<file path="src/rtl/axi_lite_cfg_sts.sv">
// AXI4-Lite responder: writable 32-bit config bank followed by a read-only status bank.
// Write and read channels are independent two-state machines with fully registered outputs.
module axi_lite_cfg_sts #(
  parameter int unsigned CFG_WORDS  = 16,
  parameter int unsigned STS_WORDS  = 4,
  parameter int unsigned ADDR_WIDTH = 16
) (
  input  logic                      aclk,
  input  logic                      aresetn,
  output logic [CFG_WORDS*32-1:0]   cfg_data,
  output logic [CFG_WORDS-1:0]      cfg_wstb,
  input  logic [STS_WORDS*32-1:0]   sts_data,
  input  logic [ADDR_WIDTH-1:0]     s_axi_awaddr,
  input  logic                      s_axi_awvalid,
  output logic                      s_axi_awready,
  input  logic [31:0]               s_axi_wdata,
  input  logic [3:0]                s_axi_wstrb,
  input  logic                      s_axi_wvalid,
  output logic                      s_axi_wready,
  output logic [1:0]                s_axi_bresp,
  output logic                      s_axi_bvalid,
  input  logic                      s_axi_bready,
  input  logic [ADDR_WIDTH-1:0]     s_axi_araddr,
  input  logic                      s_axi_arvalid,
  output logic                      s_axi_arready,
  output logic [31:0]               s_axi_rdata,
  output logic [1:0]                s_axi_rresp,
  output logic                      s_axi_rvalid,
  input  logic                      s_axi_rready
);

  localparam int unsigned IW = ADDR_WIDTH - 2;
  localparam logic [1:0] RESP_OKAY   = 2'b00;
  localparam logic [1:0] RESP_SLVERR = 2'b10;

  typedef enum logic {WIdle, WResp} w_state_e;
  typedef enum logic {RIdle, RResp} r_state_e;

  w_state_e                  r_wstate;
  r_state_e                  r_rstate;
  logic                      r_aw_held;
  logic                      r_w_held;
  logic [IW-1:0]             r_aw_idx;
  logic [31:0]               r_wdata;
  logic [3:0]                r_wstrb;
  logic [CFG_WORDS*32-1:0]   r_cfg;
  logic [CFG_WORDS-1:0]      r_wstb;
  logic                      r_awready;
  logic                      r_wready;
  logic                      r_bvalid;
  logic [1:0]                r_bresp;
  logic                      r_arready;
  logic                      r_rvalid;
  logic [31:0]               r_rdata;
  logic [1:0]                r_rresp;

  logic [CFG_WORDS*32-1:0]   w_cfg_next;
  logic [CFG_WORDS-1:0]      w_wstb_next;
  logic                      w_wr_hit;
  logic [IW-1:0]             w_ar_idx;
  logic [31:0]               w_rd_data;
  logic [1:0]                w_rd_resp;
  logic                      w_unused;

  // Address byte-offset bits carry no meaning for word registers.
  assign w_unused = ^{s_axi_awaddr[1:0], s_axi_araddr[1:0]};
  assign w_ar_idx = s_axi_araddr[ADDR_WIDTH-1:2];

  // Commit candidate built from the captured AW/W beats.
  always_comb begin
    w_cfg_next  = r_cfg;
    w_wstb_next = '0;
    w_wr_hit    = 1'b0;
    for (int k = 0; k < CFG_WORDS; k++) begin
      if (r_aw_idx == IW'(k)) begin
        w_wr_hit = 1'b1;
        for (int b = 0; b < 4; b++) begin
          if (r_wstrb[b]) begin
            w_cfg_next[32*k+8*b +: 8] = r_wdata[8*b +: 8];
            w_wstb_next[k]            = 1'b1;
          end
        end
      end
    end
  end

  always_comb begin
    w_rd_data = '0;
    w_rd_resp = RESP_SLVERR;
    for (int k = 0; k < CFG_WORDS; k++) begin
      if (w_ar_idx == IW'(k)) begin
        w_rd_data = r_cfg[32*k +: 32];
        w_rd_resp = RESP_OKAY;
      end
    end
    for (int k = 0; k < STS_WORDS; k++) begin
      if (w_ar_idx == IW'(CFG_WORDS + k)) begin
        w_rd_data = sts_data[32*k +: 32];
        w_rd_resp = RESP_OKAY;
      end
    end
  end

  always_ff @(posedge aclk or negedge aresetn) begin
    if (!aresetn) begin
      r_wstate  <= WIdle;
      r_aw_held <= 1'b0;
      r_w_held  <= 1'b0;
      r_aw_idx  <= '0;
      r_wdata   <= '0;
      r_wstrb   <= '0;
      r_cfg     <= '0;
      r_wstb    <= '0;
      r_awready <= 1'b1;
      r_wready  <= 1'b1;
      r_bvalid  <= 1'b0;
      r_bresp   <= RESP_OKAY;
    end else begin
      r_wstb <= '0;
      if (s_axi_awvalid && r_awready) begin
        r_aw_idx  <= s_axi_awaddr[ADDR_WIDTH-1:2];
        r_aw_held <= 1'b1;
        r_awready <= 1'b0;
      end
      if (s_axi_wvalid && r_wready) begin
        r_wdata  <= s_axi_wdata;
        r_wstrb  <= s_axi_wstrb;
        r_w_held <= 1'b1;
        r_wready <= 1'b0;
      end
      case (r_wstate)
        WIdle: begin
          if (r_aw_held && r_w_held) begin
            r_cfg    <= w_cfg_next;
            r_wstb   <= w_wstb_next;
            r_bresp  <= w_wr_hit ? RESP_OKAY : RESP_SLVERR;
            r_bvalid <= 1'b1;
            r_wstate <= WResp;
          end
        end
        WResp: begin
          if (s_axi_bready) begin
            r_bvalid  <= 1'b0;
            r_aw_held <= 1'b0;
            r_w_held  <= 1'b0;
            r_awready <= 1'b1;
            r_wready  <= 1'b1;
            r_wstate  <= WIdle;
          end
        end
      endcase
    end
  end

  // Read sees r_cfg before any same-edge commit, so collisions return the old value.
  always_ff @(posedge aclk or negedge aresetn) begin
    if (!aresetn) begin
      r_rstate  <= RIdle;
      r_arready <= 1'b1;
      r_rvalid  <= 1'b0;
      r_rdata   <= '0;
      r_rresp   <= RESP_OKAY;
    end else begin
      case (r_rstate)
        RIdle: begin
          if (s_axi_arvalid) begin
            r_rdata   <= w_rd_data;
            r_rresp   <= w_rd_resp;
            r_rvalid  <= 1'b1;
            r_arready <= 1'b0;
            r_rstate  <= RResp;
          end
        end
        RResp: begin
          if (s_axi_rready) begin
            r_rvalid  <= 1'b0;
            r_arready <= 1'b1;
            r_rstate  <= RIdle;
          end
        end
      endcase
    end
  end

  assign cfg_data      = r_cfg;
  assign cfg_wstb      = r_wstb;
  assign s_axi_awready = r_awready;
  assign s_axi_wready  = r_wready;
  assign s_axi_bvalid  = r_bvalid;
  assign s_axi_bresp   = r_bresp;
  assign s_axi_arready = r_arready;
  assign s_axi_rvalid  = r_rvalid;
  assign s_axi_rdata   = r_rdata;
  assign s_axi_rresp   = r_rresp;

endmodule

</file>
<file path="config.mk">
export PLATFORM = sky130hd
export DESIGN_NAME = axi_lite_cfg_sts
export DESIGN_NICKNAME = d
export VERILOG_FILES = /design/src/rtl/axi_lite_cfg_sts.sv
export SDC_FILE = /design/constraint.sdc
export NUM_CORES = 1
export LEC_CHECK = 0
export BUFFER_PORTS_ARGS = -buffer_cell sky130_fd_sc_hd__buf_2
export CORE_ASPECT_RATIO = 0.5
export CORE_MARGIN = 5
export CORE_UTILIZATION = 30
export CTS_BUF_LIST = sky130_fd_sc_hd__clkbuf_4
export DETAILED_ROUTE_END_ITERATION = 10
export PLACE_DENSITY = 0.51
export SETUP_SLACK_MARGIN = 0.2
export SLEW_MARGIN = 20
export SYNTH_ARGS = -nofsm -noshare
export SYNTH_HDL_FRONTEND = slang
export SYNTH_SLANG_ARGS = --single-unit
</file>
<file path="constraint.sdc">
create_clock -name aclk -period 4.6 [get_ports aclk]
set_input_delay 0.23 -clock aclk [delete_from_list [all_inputs] [get_ports aclk]]
set_output_delay 0.23 -clock aclk [all_outputs]
set_load 0.01 [all_outputs]
</file>
; ---- Yosys cells after proc, flatten, opt, wreduce, memory -nomap -nowiden
; Index checks and enable logic that the tools add are counted.
[classes]
eq_ne = 38
muxes = 106
n_bitwise = 2
n_reduce_logical = 73
[ops]
columns = cell, n
row1 = 2-to-1 mux 32 bit, 20
row2 = AND reduction 4 bit, 64
row3 = equality test 14 x 4 -> 1 bit (second input constant), 16
row4 = equality test 14 x 3 -> 1 bit (second input constant), 8
row5 = 2-to-1 mux 1 bit, 58
row6 = equality test 14 x 2 -> 1 bit (second input constant), 4
row7 = equality test 14 x 5 -> 1 bit (second input constant), 4
row8 = 2-to-1 mux 2 bit, 21
row9 = 2-to-1 mux 16 bit, 2
row10 = equality test 14 x 1 -> 1 bit (second input constant), 2
row11 = zero test 14 bit, 2
row12 = case mux 1 bit (2 select lines), 5
row13 = inequality test 2 bit (second input constant), 4
row14 = AND reduction 2 bit, 4
row15 = logical AND 1 bit, 3
row16 = inverter 1 bit, 2
[totals]
ff_bits = 623
inputBits = 203
out_inout_bits = 569
elab_cells = 299

; ---- Longest topological paths before layout
; Gate-level depths: netlist (run 1).
[depth]
depth_word = 21
depth_mapped = 12
mapped_depth_nobuf = 7

; ---- Least setup slack after synthesis (run 1)
; OpenSTA, ideal clock, no wires.
[synth_path]
path_type = register -> register
startpoint = reg r_aw_idx[11]
endpoint = reg r_cfg[64], in the netlist cfg_data[64]
setup_time_ns = 0.125
arrival_time_ns = 2.392
path_slack_ns = 2.083
path_stages_with_launch = 9
n_path_buf = 1
path_cell_list = dfrtp_1 > or4_1 > nor3_2 > nor3b_2 > nor2b_1 > buf_2 > nand2_2 > nor2_8 > mux2_2
[synth_via]
elab_chain_cells = 2
[synth_rtl]
columns = element, line
row1 = from (decl), 43  ; logic [IW-1:0] r_aw_idx;
row2 = from (signal assigned), 121  ; r_aw_idx <= s_axi_awaddr[ADDR_WIDTH-1:2];
row3 = equality test 14 x 2 -> 1 bit, 75  ; if (r_aw_idx == IW'(k)) begin
row4 = AND reduction 4 bit (no line), n/a
row5 = to (signal assigned), 134  ; r_cfg <= w_cfg_next;
row6 = to (decl), 46  ; logic [CFG_WORDS*32-1:0] r_cfg;
; No other way between the ends.
; A chain may end at the register's enable or synchronous reset.

; ---- Worst setup path after layout (run 1)
[layout_path]
startpoint = in s_axi_araddr[6]
endpoint = reg r_rdata[19], in the netlist s_axi_rdata[19]
[layout_via]
elab_chain_cells = 21
[layout_rtl]
columns = element, line
row1 = from (decl), 23  ; input logic [ADDR_WIDTH-1:0] s_axi_araddr,
row2 = zero test 14 bit, 91  ; if (w_ar_idx == IW'(k)) begin
row3 = 2-to-1 mux 32 bit (16 in a row), 91
row4 = 2-to-1 mux 32 bit (3 in a row), 97  ; if (w_ar_idx == IW'(CFG_WORDS + k)) begin
row5 = 2-to-1 mux 32 bit (*), 97
row6 = to (signal assigned), 167  ; r_rdata <= w_rd_data;
row7 = to (decl), 54  ; logic [31:0] r_rdata;
; Every way passes the cells marked *; elsewhere a longest branch is shown, timed or not.

==> results of run 1 <==
## timing repair
item / CTS / global route
hold buffers: 247 / 0
resized for setup: 0 / 1
setup endpoints to repair: 0 / 1
endpoints found under the hold margin: 693 / 0
## sequential cells by signal, indices dropped and copies added (netlist names), 4 cells and up
name	count
cfg_wstb	16
r_wstrb	4
r_aw_idx	14
r_wdata	32
cfg_data	512
s_axi_rdata	32
## metal layers
metal / part of all wire, % / track usage, % / vias up
met2: 45 / 47.0 / 1642
met5: 0.038 / 1.01 / -
met1: 39 / 37.2 / 14400
met4: 7.2 / 19.0 / 10
met3: 9.3 / 8.95 / 484
li1: - / - / 11400
## cell type report
type | count | area share, %
Sequential cell | 621 | 39.3
Multi-Input combinational cell | 1620 | 33.6
Timing Repair Buffer | 1100 | 17.8
Tap cell | 1328 | 4.20
Clock buffer | 221 | 4.20
Clock inverter | 26 | 0.611
Antenna cell | 23 | 0.146
Inverter | 12 | 0.114
## worst min-delay path: stages
cell and delay, ns:
sky130_fd_sc_hd__buf_2 0.09, sky130_fd_sc_hd__a21oi_1 0.12, sky130_fd_sc_hd__nand3_1 0.07, sky130_fd_sc_hd__and3_1 0.13, sky130_fd_sc_hd__dlygate4sd3_1 0.53
## metrics by stage
stage,power [µW],worst slack (ns),cells,hold slack [ns]
3_3_place_gp,8240,0.892,4434,0.365
4_1_cts,13300,0.350,4928,0.00488
6_report,13400,0.254,4951,0.155
3_5_place_dp,8270,0.812,4434,0.376
2_1_floorplan,7260,2.08,2417,-0.0656
5_1_grt,13800,0.291,4946,0.103
## cells in the final DEF, fill, tap and decap left out, drive strengths merged, types with 21 or more instances in the layout
| master | count |
|---|---|
| mux2 | 572 |
| dfrtp | 618 |
| o21ai | 120 |
| buf | 854 |
| a21oi | 78 |
| a211oi | 23 |
| a221o | 21 |
| clkbuf | 221 |
| a22oi | 29 |
| nand3 | 23 |
| dlygate4sd3 | 246 |
| nor3 | 31 |
| o22ai | 46 |
| o221ai | 28 |
| nand2 | 161 |
| a222oi | 21 |
| nor2 | 166 |
| diode | 23 |
## power by group through the flow
| stage | clock (µW) | combinational (µW) | sequential (µW) |
|---|---|---|---|
| after floorplan | 0 | 1100 | 6160 |
| after global placement | 0 | 1440 | 6800 |
| after detailed placement | 0 | 1460 | 6810 |
| after CTS | 4960 | 1680 | 6700 |
| after global routing | 5240 | 1810 | 6790 |
| final | 4880 | 1710 | 6760 |
## final timing paths
path	end	slack [ns]	cells after the start
worst min register to register	s_axi_rresp[1]	0.49	2
min in group asynchronous	cfg_data[199]	0.50	4
max in group asynchronous	cfg_data[106]	3.36	4
worst min-delay path	s_axi_rdata[23]	0.15	5
worst max-delay path	s_axi_rdata[19]	0.25	12
worst max register to register	cfg_data[439]	0.92	7
## cell families (layout without fill, tap and decap cells)
group / after synthesis / count (layout) / synth area share [%]
flip-flops: 621 / 621 / 52.8
multiplexers: 600 / 600 / 23.2
AO/OA/AOI/OAI: 518 / 518 / 12.2
AND/OR/NAND/NOR: 499 / 499 / 9.19
buffers and inverters: 176 / 1359 / 2.48
other: 1 / 25 / 0.0127
XOR/XNOR: 1 / 1 / 0.0298
==> run_results.csv, run 1 <==
group,metric,value,unit
critical_path,worstSetupStartpoint,"s_axi_araddr[6]",
power,ir_worst_vdd,0.273,mV
timing,finalSetupTns,0,ns
synth,synth_largest_area_cell,"sky130_fd_sc_hd__dfrtp_1",
route,post_drt_wl_per_cell,33.3,µm
grt,first_pass_grt_wire_length,223000,µm
synth,synth_top_cell_area_share,52.6,%
placement,globalplace.congestion,0.978,
timing,tightestPinTransition,1.23,ns
timing,setup_viol_count_final,0,
power,power.leakage,0.0203,µW
grt,largest_net_degree_at_the_start_of_global_routing,124,
floorplanning,core-area,97500,µm²
critical_path,crit_family,"simple AND/OR/NAND/NOR gates",
timing,min_period_over_period,94.5,%
synth,ys_dominant_reg_cell,"sky130_fd_sc_hd__dfrtp_1",
route,vias_per_cell,5.63,
clock_network,ctsLongestPathBuffers,3,
cells_and_area,synthToLayoutAreaGrowth,34.4,%
clock_network,tritoncts.num_buffers,157,
timing,unrepaired_setup_endpoints_after_global_routing,"no",
run,drv.max_cap_violation_count,0,
timing,highest_achievable_clock_rate,230,MHz
critical_path,critical_path.reg2reg.startpoint,"r_aw_idx[11]",
placement,detailed_place_hpwl,122000,µm
synth,synth_edf_count,0,
critical_path,timing.critical_path.required,5.61,ns
timing,finalWorstPathRequiredPeriod,4.35,ns
cells_and_area,multi_input_area,13300,µm²
floorplanning,die_area,105000,µm²
clock_network,post-cts-setup-buffers,0,
synth,post_synth_inst_count,2416,
route,drt-pass1-iter-count,6,
critical_path,crit_top_cell,"sky130_fd_sc_hd__dlygate4sd3_1",
floorplanning,die-height,231,µm
power,power.switching,4410,µW
critical_path,path_class,"in -> reg",
cells_and_area,final_area,39500,µm²
clock_network,worst_setup_hold_path_clk_slew,0.07,ns
clock_network,h-tree-depth,4,
synth,avgSynthCellArea,12.2,µm²
synth,post_synthesis_sequential_area_ratio,52.8,%
synth,synthTopCellsByCount,"618 x sky130_fd_sc_hd__dfrtp_1, 572 x sky130_fd_sc_hd__mux2_2, 157 x sky130_fd_sc_hd__nand2_1",
timing,timing.max_slew.rel_slack,17.7,%
timing,worst_clock_skew,0.0805,ns
synth,yosysWarningCount,0,
critical_path,cp-start-kind,"input pin",
route,drt_wl_total,165000,µm
placement,portBuffers,765,
critical_path,critical-path-max-stage-delay,0.70,ns
route,postRouteAntennaNets,0,
synth,yosysUniqueCellTypes,84,
cells_and_area,seq_area,15500,µm²
synth,synth_area_leaders,"sky130_fd_sc_hd__dfrtp_1 53%, sky130_fd_sc_hd__mux2_2 22%, sky130_fd_sc_hd__nand2_1 2.0%",
synth,synth.ff_latch_count,621,
critical_path,critical_path_arrival,5.36,ns
route,detail_route.drc_violations,0,
cells_and_area,share_of_cells_above_drive_strength_1,49.2,%
power,sw_frac_of_total,33.1,%
grt,grt.overflow.total,0,
floorplanning,initial_utilization,30.2,%
synth,most_common_cell_in_the_synthesized_netlist,"sky130_fd_sc_hd__dfrtp_1",
critical_path,critical_path_peak_fanout,14,
critical_path,cpMaxStageDelayCell,"sky130_fd_sc_hd__nor2_2",
timing,slew_violations,0,
critical_path,worstPathCellList,"dlygate4sd3_1 -> buf_2 -> or4_4 -> nor3_4 -> nand3_2 -> nor2_2 -> a221o_1 -> dlygate4sd3_1 -> nand2_1 -> dlygate4sd3_1 -> nand2_1 -> dlygate4sd3_1",
clock_network,clock_tree.root_cell,"sky130_fd_sc_hd__clkbuf_4",
grt,initial_antenna_violation_count,35,
cells_and_area,finalCoreUtilization,40.6,%
synth,async_flop_share,100,%
critical_path,worst-path-buf-inv,5,
grt,grt_pass1_vias,27400,
clock_network,clock_sink_count,621,
worst_hold_path,worstHoldPathType,"in -> reg",
cells_and_area,finalNetCount,3715,
floorplanning,ports,772,
route,via_count,27900,
power,p_int,8940,µW
timing,hold_viol_final,0,
placement,detailed_place.area,35100,µm²
synth,post_synth_instance_area,29400,µm²
floorplanning,rows,81,
floorplanning,dieWidth,453,µm
critical_path,crit_path_end_kind,"flop",
grt,grt_use_total,30.4,%
power,seqPwrFrac,50.6,%
cells_and_area,layout.filler_cells,9738,
power,pwr-share-comb,12.8,%
route,iteration_0_drc_markers,3381,
clock_network,clk-insertion-delay-late,1.11,ns
worst_hold_path,hold_path.startpoint,"sts_data[87]",
outcome,status,"finished clean",
clock_network,cts_tree,"done",
power,p_per_area,338,nW/µm²
power,clock_power_share,36.5,%
No activity file was read; power rests on OpenSTA's default activity.
==> inputs of run 2 (changes only) <==
--- a/config.mk
+++ b/config.mk
@@ -5,14 +5,15 @@
 export SDC_FILE = /design/constraint.sdc
 export NUM_CORES = 1
 export LEC_CHECK = 0
+export ABC_AREA = 1
 export BUFFER_PORTS_ARGS = -buffer_cell sky130_fd_sc_hd__buf_2
 export CORE_ASPECT_RATIO = 0.5
 export CORE_MARGIN = 5
 export CORE_UTILIZATION = 30
 export CTS_BUF_LIST = sky130_fd_sc_hd__clkbuf_4
 export DETAILED_ROUTE_END_ITERATION = 10
-export PLACE_DENSITY = 0.51
-export SETUP_SLACK_MARGIN = 0.2
+export PLACE_DENSITY_LB_ADDON = 0.25
+export SETUP_SLACK_MARGIN = 0.5
 export SLEW_MARGIN = 20
 export SYNTH_ARGS = -nofsm -noshare
 export SYNTH_HDL_FRONTEND = slang
==> run_results.csv, run 2 <==
group,metric,value,unit
outcome,status,"finished clean",
timing,min_period_over_period,84.0,%
critical_path,crit_path_end_kind,"flop",
placement,pre_cts_slack,0.724,ns
clock_network,cts_tree,"done",
clock_network,tritoncts.num_buffers,155,
route,detail_route.drc_violations,0,
synth,synth_largest_area_cell,"sky130_fd_sc_hd__dfrtp_1",
synth,post_synth_instance_area,28600,µm²
grt,met3_usage,5.83,%
timing,setup_viol_count_final,0,
grt,grt_use_total,26.9,%
grt,grt.overflow.total,0,
critical_path,worst-r2r-setup-slack,0.84,ns
grt,largest_net_degree_at_the_start_of_global_routing,145,
placement,portBuffers,765,
cells_and_area,finalNetCount,4796,
timing,hold_viol_final,0,
clock_network,worst_setup_hold_path_clk_slew,0.07,ns
timing,setup_slack,0.734,ns
critical_path,critical_path.reg2reg.startpoint,"cfg_data[117]",
route,iteration_0_drc_markers,2916,
synth,async_flop_share,100,%
grt,initial_antenna_violation_count,9,
cells_and_area,final_area,38300,µm²
placement,globalplace.congestion,0.926,
critical_path,path_class,"in -> reg",
clock_network,ctsLongestPathBuffers,3,
cells_and_area,share_of_cells_above_drive_strength_1,24.9,%
synth,synth_top_cell_area_share,54.0,%
clock_network,post-cts-setup-buffers,0,
placement,detailed_place_hpwl,108000,µm
clock_network,clock_sink_count,621,
timing,tightestPinTransition,1.16,ns
cells_and_area,final_common_cell,"sky130_fd_sc_hd__nand2_1",
worst_hold_path,worstHoldEndpoint,"s_axi_rdata[9]",
placement,detailed_place.area,34000,µm²
floorplanning,die-height,229,µm
synth,synth_edf_count,0,
route,vias_per_cell,5.05,
floorplanning,ports,772,
clock_network,cts_hold_repair.buffers,228,
synth,avgSynthCellArea,8.05,µm²
route,via_count,30200,
critical_path,worst_r2r_path_depth,14,
timing,unrepaired_setup_endpoints_after_global_routing,"no",
timing,timing.max_slew.rel_slack,22.1,%
synth,yosysWarningCount,0,
clock_network,clock_tree.root_cell,"sky130_fd_sc_hd__clkbuf_4",
route,drt_wl_total,141000,µm
clock_network,h-tree-depth,4,
clock_network,post_cts_resized,0,
floorplanning,die_area,102000,µm²
synth,synth.ff_latch_count,621,
worst_hold_path,min_path_cells,6,
synth,post_synthesis_sequential_area_ratio,54.3,%
timing,slew_violations,0,
power,power.total,13400,µW
timing,finalWorstPathRequiredPeriod,3.87,ns
grt,grt-busiest-layer,"met2",
route,post_drt_wl_per_cell,23.6,µm
synth,synthTopCellsByCount,"1155 x sky130_fd_sc_hd__nand2_1, 618 x sky130_fd_sc_hd__dfrtp_1, 599 x sky130_fd_sc_hd__o21ai_0",
run,drv.max_cap_violation_count,0,
floorplanning,core-area,95000,µm²
critical_path,critical_path_peak_fanout,22,
route,drt-pass1-iter-count,9,
cells_and_area,synthToLayoutAreaGrowth,33.8,%
worst_hold_path,hold_path.startpoint,"sts_data[41]",
synth,most_common_cell_in_the_synthesized_netlist,"sky130_fd_sc_hd__nand2_1",
grt,grt_pass1_vias,28600,
floorplanning,dieWidth,447,µm
clock_network,clk-insertion-delay-late,1.06,ns
synth,post_synth_inst_count,3559,
synth,yosysUniqueCellTypes,48,
timing,finalSetupTns,0,ns
critical_path,cp-start-kind,"input pin",
synth,ys_dominant_reg_cell,"sky130_fd_sc_hd__dfrtp_1",
timing,worst_clock_skew,0.0808,ns
critical_path,critical_path_arrival,4.78,ns
grt,groute.layer.met2.usage,43.2,%
power,ir_worst_vdd,0.189,mV
cells_and_area,largest_register_ffs,512,
power,power.leakage,0.0198,µW
critical_path,timing.rr.end,"s_axi_rdata[21]",
cells_and_area,mostFrequentLayoutCells,"1155 x sky130_fd_sc_hd__nand2_1, 764 x sky130_fd_sc_hd__buf_2, 618 x sky130_fd_sc_hd__dfrtp_1",
worst_hold_path,worstHoldPathType,"in -> reg",
synth,synth_area_leaders,"sky130_fd_sc_hd__dfrtp_1 54%, sky130_fd_sc_hd__nand2_1 15%, sky130_fd_sc_hd__o21ai_0 10%",
route,postRouteAntennaNets,0,
timing,highest_achievable_clock_rate,259,MHz
grt,grt.met1_usage,32.7,%
floorplanning,rows,80,
grt,first_pass_grt_wire_length,201000,µm
power,p_per_area,350,nW/µm²
critical_path,timing.critical_path.required,5.52,ns
floorplanning,initial_utilization,30.2,%
==> run 2: stage by stage <==
stage               hold WS [ns]  std cells  utilization (%)
finish                     0.131       5983             40.3
global route              0.0924       5982             40.3
CTS                      0.00131       5975             40.3
detailed placement         0.286       5479             35.8
global placement           0.293       5479             35.8
floorplan                -0.0656       3560                -
==> run 2: per-layer routing <==
metal	share of wire, %	vias to the layer above
met5	0.0092	-
met4	7.4	2
met3	7.5	380
met2	47	1395
met1	39	14600
li1	-	13800
==> run 2: critical path, cell delays in order <==
cell	delay (ns)
sky130_fd_sc_hd__buf_2	0.12
sky130_fd_sc_hd__nor2_2	0.17
sky130_fd_sc_hd__nand3_4	0.34
sky130_fd_sc_hd__nor2_4	0.67
sky130_fd_sc_hd__nand2_2	0.44
sky130_fd_sc_hd__o21ai_0	0.29
sky130_fd_sc_hd__a21oi_1	0.09
sky130_fd_sc_hd__o21ai_1	0.27
sky130_fd_sc_hd__a21oi_1	0.16
sky130_fd_sc_hd__o21ai_1	0.24
sky130_fd_sc_hd__nand2_1	0.16
sky130_fd_sc_hd__nand2_1	0.14
sky130_fd_sc_hd__nand2_1	0.10
sky130_fd_sc_hd__nand2_1	0.07
sky130_fd_sc_hd__nand2_1	0.05
sky130_fd_sc_hd__nand2_1	0.06
sky130_fd_sc_hd__dlygate4sd3_1	0.55
sky130_fd_sc_hd__nand2_1	0.05
sky130_fd_sc_hd__dlygate4sd3_1	0.55
==> run 2: how the worst max path moves through the flow <==
stage / from / slack (ns) / end
floorplan: r_aw_idx[7] / 2.51 / cfg_data[470]
global placement: s_axi_araddr[13] / 0.72 / s_axi_rdata[28]
detailed placement: s_axi_araddr[13] / 0.72 / s_axi_rdata[28]
CTS: s_axi_araddr[13] / 0.94 / s_axi_rdata[1]
global route: s_axi_araddr[13] / 0.57 / s_axi_rdata[3]
finish: s_axi_araddr[13] / 0.73 / s_axi_rdata[19]
==> run 2: report_power, final <==
| group | switching [µW] | internal (µW) |
|---|---|---|
| Sequential | 167 | 5760 |
| Combinational | 2000 | 468 |
| Clock | 2500 | 2540 |
| Total | 4660 | 8770 |
==> run 2: kinds of logic after synthesis <==
family          Yosys count  synth area share (%)
flops                   621                  54.3
other cells               1                0.0131
mux                       3                 0.105
simple gates           1803                  26.8
compound gates          708                  13.0
buf+inv                 423                  5.81
==> run 2: layout make-up <==
class / instances / area, µm²
clock buffer: 219 / 1640
sequential: 621 / 15500
tap: 1271 / 1590
antenna: 8 / 20.0
multi-input combinational: 2516 / 11500
inverter: 234 / 878
timing repair buffer: 1065 / 6770
clock inverter: 49 / 375
fill: 9853 / 56700
